<file path="src/rtl/phase_gen.sv">
// Multicycle F/R/X/M/W phase sequencer with halt, run and single-step control,
// plus free-running cycle and retired-instruction debug counters.
module phase_gen #(
  parameter int unsigned CNT_W = 32
) (
  input  logic             clk,
  input  logic             rst,
  input  logic             mem_ready,
  input  logic             mem_op,
  input  logic             halt_req,
  input  logic             run,
  input  logic             step,
  output logic [4:0]       phase,
  output logic             halted,
  output logic             phase_adv,
  output logic             retire,
  output logic [CNT_W-1:0] cycle_cnt,
  output logic [CNT_W-1:0] instr_cnt
);

  localparam logic [2:0] StFetch = 3'd0;
  localparam logic [2:0] StRead  = 3'd1;
  localparam logic [2:0] StExec  = 3'd2;
  localparam logic [2:0] StMem   = 3'd3;
  localparam logic [2:0] StWb    = 3'd4;
  localparam logic [2:0] StHalt  = 3'd5;

  logic [2:0]       state_q, state_d;
  logic             halt_pend_q, halt_pend_d;
  logic             step_mode_q, step_mode_d;
  logic [CNT_W-1:0] cycle_cnt_q, cycle_cnt_d;
  logic [CNT_W-1:0] instr_cnt_q, instr_cnt_d;
  logic             enter_halt;
  logic             leave_halt;

  always_comb begin
    state_d = state_q;
    unique case (state_q)
      StFetch: if (mem_ready) state_d = StRead;
      StRead:  state_d = StExec;
      StExec:  state_d = StMem;
      StMem:   if (!mem_op || mem_ready) state_d = StWb;
      // A halt request arriving in W itself still stops at this boundary.
      StWb:    state_d = (halt_pend_q || halt_req || step_mode_q) ? StHalt : StFetch;
      StHalt:  if (run || step) state_d = StFetch;
      default: state_d = StFetch;
    endcase
  end

  assign enter_halt = (state_q == StWb) && (state_d == StHalt);
  assign leave_halt = (state_q == StHalt) && (run || step);

  always_comb begin
    halt_pend_d = halt_pend_q;
    if (enter_halt) begin
      halt_pend_d = 1'b0;
    end else if (halt_req && (state_q != StHalt)) begin
      halt_pend_d = 1'b1;
    end
  end

  // run has priority over step when both are presented in HALT.
  always_comb begin
    step_mode_d = step_mode_q;
    if (leave_halt) step_mode_d = !run;
  end

  always_comb begin
    cycle_cnt_d = cycle_cnt_q;
    instr_cnt_d = instr_cnt_q;
    if (state_q != StHalt) cycle_cnt_d = cycle_cnt_q + 1'b1;
    if (state_q == StWb)   instr_cnt_d = instr_cnt_q + 1'b1;
  end

  always_ff @(posedge clk) begin
    if (rst) begin
      state_q     <= StFetch;
      halt_pend_q <= 1'b0;
      step_mode_q <= 1'b0;
      cycle_cnt_q <= '0;
      instr_cnt_q <= '0;
    end else begin
      state_q     <= state_d;
      halt_pend_q <= halt_pend_d;
      step_mode_q <= step_mode_d;
      cycle_cnt_q <= cycle_cnt_d;
      instr_cnt_q <= instr_cnt_d;
    end
  end

  always_comb begin
    phase = 5'b00000;
    unique case (state_q)
      StFetch: phase = 5'b10000;
      StRead:  phase = 5'b01000;
      StExec:  phase = 5'b00100;
      StMem:   phase = 5'b00010;
      StWb:    phase = 5'b00001;
      default: phase = 5'b00000;
    endcase
  end

  assign halted    = (state_q == StHalt);
  assign retire    = (state_q == StWb);
  assign phase_adv = (state_d != state_q);
  assign cycle_cnt = cycle_cnt_q;
  assign instr_cnt = instr_cnt_q;

endmodule

</file>
<file path="config.mk">
export PLATFORM = sky130hd
export DESIGN_NAME = phase_gen
export DESIGN_NICKNAME = d
export VERILOG_FILES = /design/src/rtl/phase_gen.sv
export SDC_FILE = /design/constraint.sdc
export NUM_CORES = 1
export LEC_CHECK = 0
export CAP_MARGIN = 5
export CORE_ASPECT_RATIO = 2
export CORE_MARGIN = 8
export CORE_UTILIZATION = 47
export CTS_BUF_LIST = sky130_fd_sc_hd__clkbuf_8
export DETAILED_ROUTE_END_ITERATION = 6
export GPL_ROUTABILITY_DRIVEN = 0
export PLACE_DENSITY_LB_ADDON = 0.25
export SLEW_MARGIN = 0
export SYNTH_ARGS = -nofsm -noshare
export SYNTH_HDL_FRONTEND = slang
export SYNTH_SLANG_ARGS = --single-unit
</file>
<file path="constraint.sdc">
create_clock -name clk -period 2.3 [get_ports clk]
set_input_delay 0.46 -clock clk [delete_from_list [all_inputs] [get_ports clk]]
set_output_delay 0.46 -clock clk [all_outputs]
set_load 0.05 [all_outputs]
</file>
==> results <==
- For this design the total switching power over the nets is 0.575 mW.
- The total overflow left after global routing is 0.
- The die is 76.2 um wide.
- In this run, synthesis inferred 0 flip-flops with an integrated enable.
- The shortest clock period the worst path allows after layout is 2200 ps.
- The power share of the clock group is 42.6%.
- The average instance in the mapped netlist occupies 8.40 sq um.
- The overall power after layout is 2.43 mW.
- For this run, the slowest stage of the critical path takes 380 ps.
- The clock tree synthesis step divided the H-tree into 3 levels.
- The flow ran to the end, and the final reports show no timing, DRC or antenna violations.
- The initial antenna violation count came to 0.
- For this run, the post-layout net count is 495.
- The endpoint identified for the worst register-to-register timing path is instr_cnt[25].
- The number of nets handed over by synthesis was 414.
- The register bit count reported by yosys is 69.
- The worst setup path is launched from a register.
- On the critical path, the stage with the largest delay is an instance of or3_4.
- The final count of pins violating max slew is 0.
- Walking the worst path, the cells encountered are buf_4, nand3b_1, or3_4, a21oi_1, a21oi_1, buf_4.
- The startpoint-to-endpoint class of the critical path is register to output port.
- The number of synthesis warnings is 0.
- Measured against its own limit, the worst slew margin works out to 62.1%.
- The height of the die is 136 um.
- The count of vias placed by the detailed router is 3247.
- The leakage power figure is 1.53 nW.
- The proportion of power drawn by combinational gates is 7.2%.
- Measured in cells, the most critical reg-to-reg path has a length of 4.
- The clock sink count is 69.
- The cell row count is 44.
- The count of hold-fix buffers inserted at cts is 0.
- The slack of the critical path is 104 ps.
- The worst slack at placement is 157 ps.
- The areal power density over the cells is 532 nW/um^2.
- The switching share of power is 23.7%.
- The antenna cell count is 0.
- The worst vdd rail ir drop is 0.000336 V.
- The most used flip-flop cell after synthesis is dfxtp_1.
- After detailed routing, the average wire length per cell comes to 14.2 um.
- After clock tree synthesis, the setup repair step added 0 buffers.
- The design internal power is 1.85 mW.
- The TritonCTS clock tree is built.
- In this run the register-to-register setup slack is 180 ps.
- The worst setup path is captured at an output port.
- In this run the most critical hold path is launched from instr_cnt[31].
- The startpoint identified for the worst register-to-register timing path is state_q[1].
- The total of buffers placed on input and output ports is 78.
- Setup repair after global routing left no endpoint under its margin.
- The final cycle utilization of the critical path is 95.5%.
- The area enclosed by the die boundary is 10400 sq um.
- TritonCTS created 9 clock buffers.
- After synthesis, the share of flip-flops with an asynchronous set or reset is 0%.
- STA puts the critical path data arrival time at 1740 ps.
- For the worst setup path, the data required time is 1840 ps.
- The first global-routing pass estimated 14000 um of wire.
- The starting DRC count in detailed routing is 192.
- The final-layout fill cell count is 655.
- The fraction of final layout cells sized beyond drive strength 1 is 13.0%.
- The total track usage is 15.9%.
- The origin of the worst setup path is state_q[2].
- The fraction of the yosys area taken by sequential cells is 40.6%.
- Once detail routing completed, the nets flagged for antenna violations numbered 0.
- The first TritonRoute pass finished after 4 iterations.
- Dividing the detail-routed via count by the number of cells gives 5.57.
- Compared with the post-synthesis result, the final layout area differs by 34.1%.
- The worst hold path stage count is 2.
- Clock skew on the completed layout was measured at 6.65 ps.
- The end of the worst hold path is instr_cnt[31].
- The source-to-sink clock delay at the later pin of the worst-skew pair is 350 ps.
- For this configuration, the core starts out at a cell density of 47.5%.
- The netlist uses 37 different library cells.
- Summed over all layers, the routed wires come to 8250 um.
- The total area inside the core boundary comes to 7160 sq um.
- The final count of hold timing violations is 0.
- No sink is reached through more buffers than the 2 on the longest clock path.
- The I/O pin count is 79.
- Clock-pin slew was measured on the worst setup and hold paths at 70 ps.
- The sequential group share of total power is 50.2%.
- In the synthesized netlist, the number of instances is 405.
- The max-cap violation count is 0.
- The largest driver fanout on the critical path is 7.
- The transition time at the pin with the least slew margin is 568 ps.
- Derived from the worst setup path, the maximum achievable clock frequency is 455 MHz.
- The via count of the first global-routing pass is 3013.
- The number of DRC violations after detailed routing is 0.
- The largest net degree at the start of global routing is 37.
- After routing, the total negative slack on setup checks comes to 0 ps.
- Detailed placement ended at an HPWL of 5860 um.
- Cells fill 63.7% of the core in the end.
- The number of setup violations in the final report is 0.
- The cell at the root of the clock tree is clkbuf_8.
- The mapped netlist covers 3400 sq um.
- The worst min-delay path class is register to register.
flip-flops by register name, summed over array words and instances, names as in the netlist:
signal / cells
instr_cnt: 32
halt_pend_q: 1
step_mode_q: 1
cycle_cnt: 32
state_q: 3
worst max-delay path, delay by kind of cell (launching register included):
| family | cells | cell delay [ps] |
|---|---|---|
| compound gates | 2 | 180 |
| buf+inv | 2 | 330 |
| flops | 1 | 320 |
| simple gates | 2 | 550 |
cells in the final DEF, fill, tap and decap left out, drive strengths merged, types with 16 or more instances in the layout:
cell,count
nand3,21
mux2,16
nand2,26
o31ai,20
nor2b,20
buf,25
nor2,35
clkdlybuf4s50,69
a21oi,37
or4,22
dfxtp,69
timing repair:
item                       4_1_cts  5_1_grt
setup endpoints to repair        0        2
gates resized for setup          0        4
hold endpoints to repair         0        0
synth_stat cells, types with 5 or more instances:
master,instances,area (sq um)
xnor2_1,8,70.1
nor3_1,11,55.1
dfxtp_1,69,1380
nand4_1,14,87.6
nand3_1,21,105
mux2_2,16,180
nor4_1,11,68.8
xor2_1,9,78.8
inv_1,9,33.8
nor2_1,35,131
nor2b_1,20,125
o31ai_1,20,150
o21ai_0,9,45.0
and4_1,7,61.3
a21oi_1,37,185
clkbuf_1,20,75.1
or4_1,20,150
nand2_1,26,97.6
and2_1,5,31.3
and3_1,5,31.3
or3_1,12,75.1
power groups by stage:
| stage | sequential (mW) | clock (mW) | combinational [mW] |
|---|---|---|---|
| floorplan | 1.26 | 0 | 0.100 |
| global placement | 1.25 | 0 | 0.173 |
| detailed placement | 1.25 | 0 | 0.174 |
| CTS | 1.22 | 1.07 | 0.175 |
| global route | 1.22 | 1.12 | 0.187 |
| finish | 1.22 | 1.03 | 0.174 |
stage by stage:
stage	cell area, sq um	std cells	hold WS (ps)
floorplan	3400	405	484
global placement	4340	567	465
detailed placement	4340	567	470
CTS	4550	583	482
global route	4560	583	520
finish	4560	583	479
worst max-delay path by stage:
stage	endpoint	cells after the start
after floorplan	instr_cnt[23]	5
after global placement	phase_adv	5
after detailed placement	instr_cnt[29]	4
after CTS	phase[4]	3
after global routing	phase_adv	6
final	phase_adv	6
cells by family after synthesis:
logic type	count (synthesis)	synth area share, %
AO/OA/AOI/OAI	69	11.9
XOR/XNOR	17	4.38
adder cells (fa/ha/maj)	2	0.736
buffers and inverters	34	4.34
flip-flops	69	40.6
multiplexers	16	5.30
AND/OR/NAND/NOR	198	32.7
per-layer routing:
metal,vias to the layer above,GRT usage [%],wire (um)
met3,9,5.36,509
met5,-,0,0
li1,1642,-,-
met1,1518,19.0,3870
met2,78,25.1,3730
met4,0,7.65,146
area by class of cell:
type,count,area (sq um),area share [%]
Tap cell,92,115,2.52
Clock inverter,4,46.3,1.02
Sequential cell,69,1390,30.4
Inverter,9,33.8,0.741
Clock buffer,12,165,3.62
Multi-Input combinational cell,302,1880,41.2
Timing Repair Buffer,95,938,20.6
No activity file was read; power rests on OpenSTA's default activity.
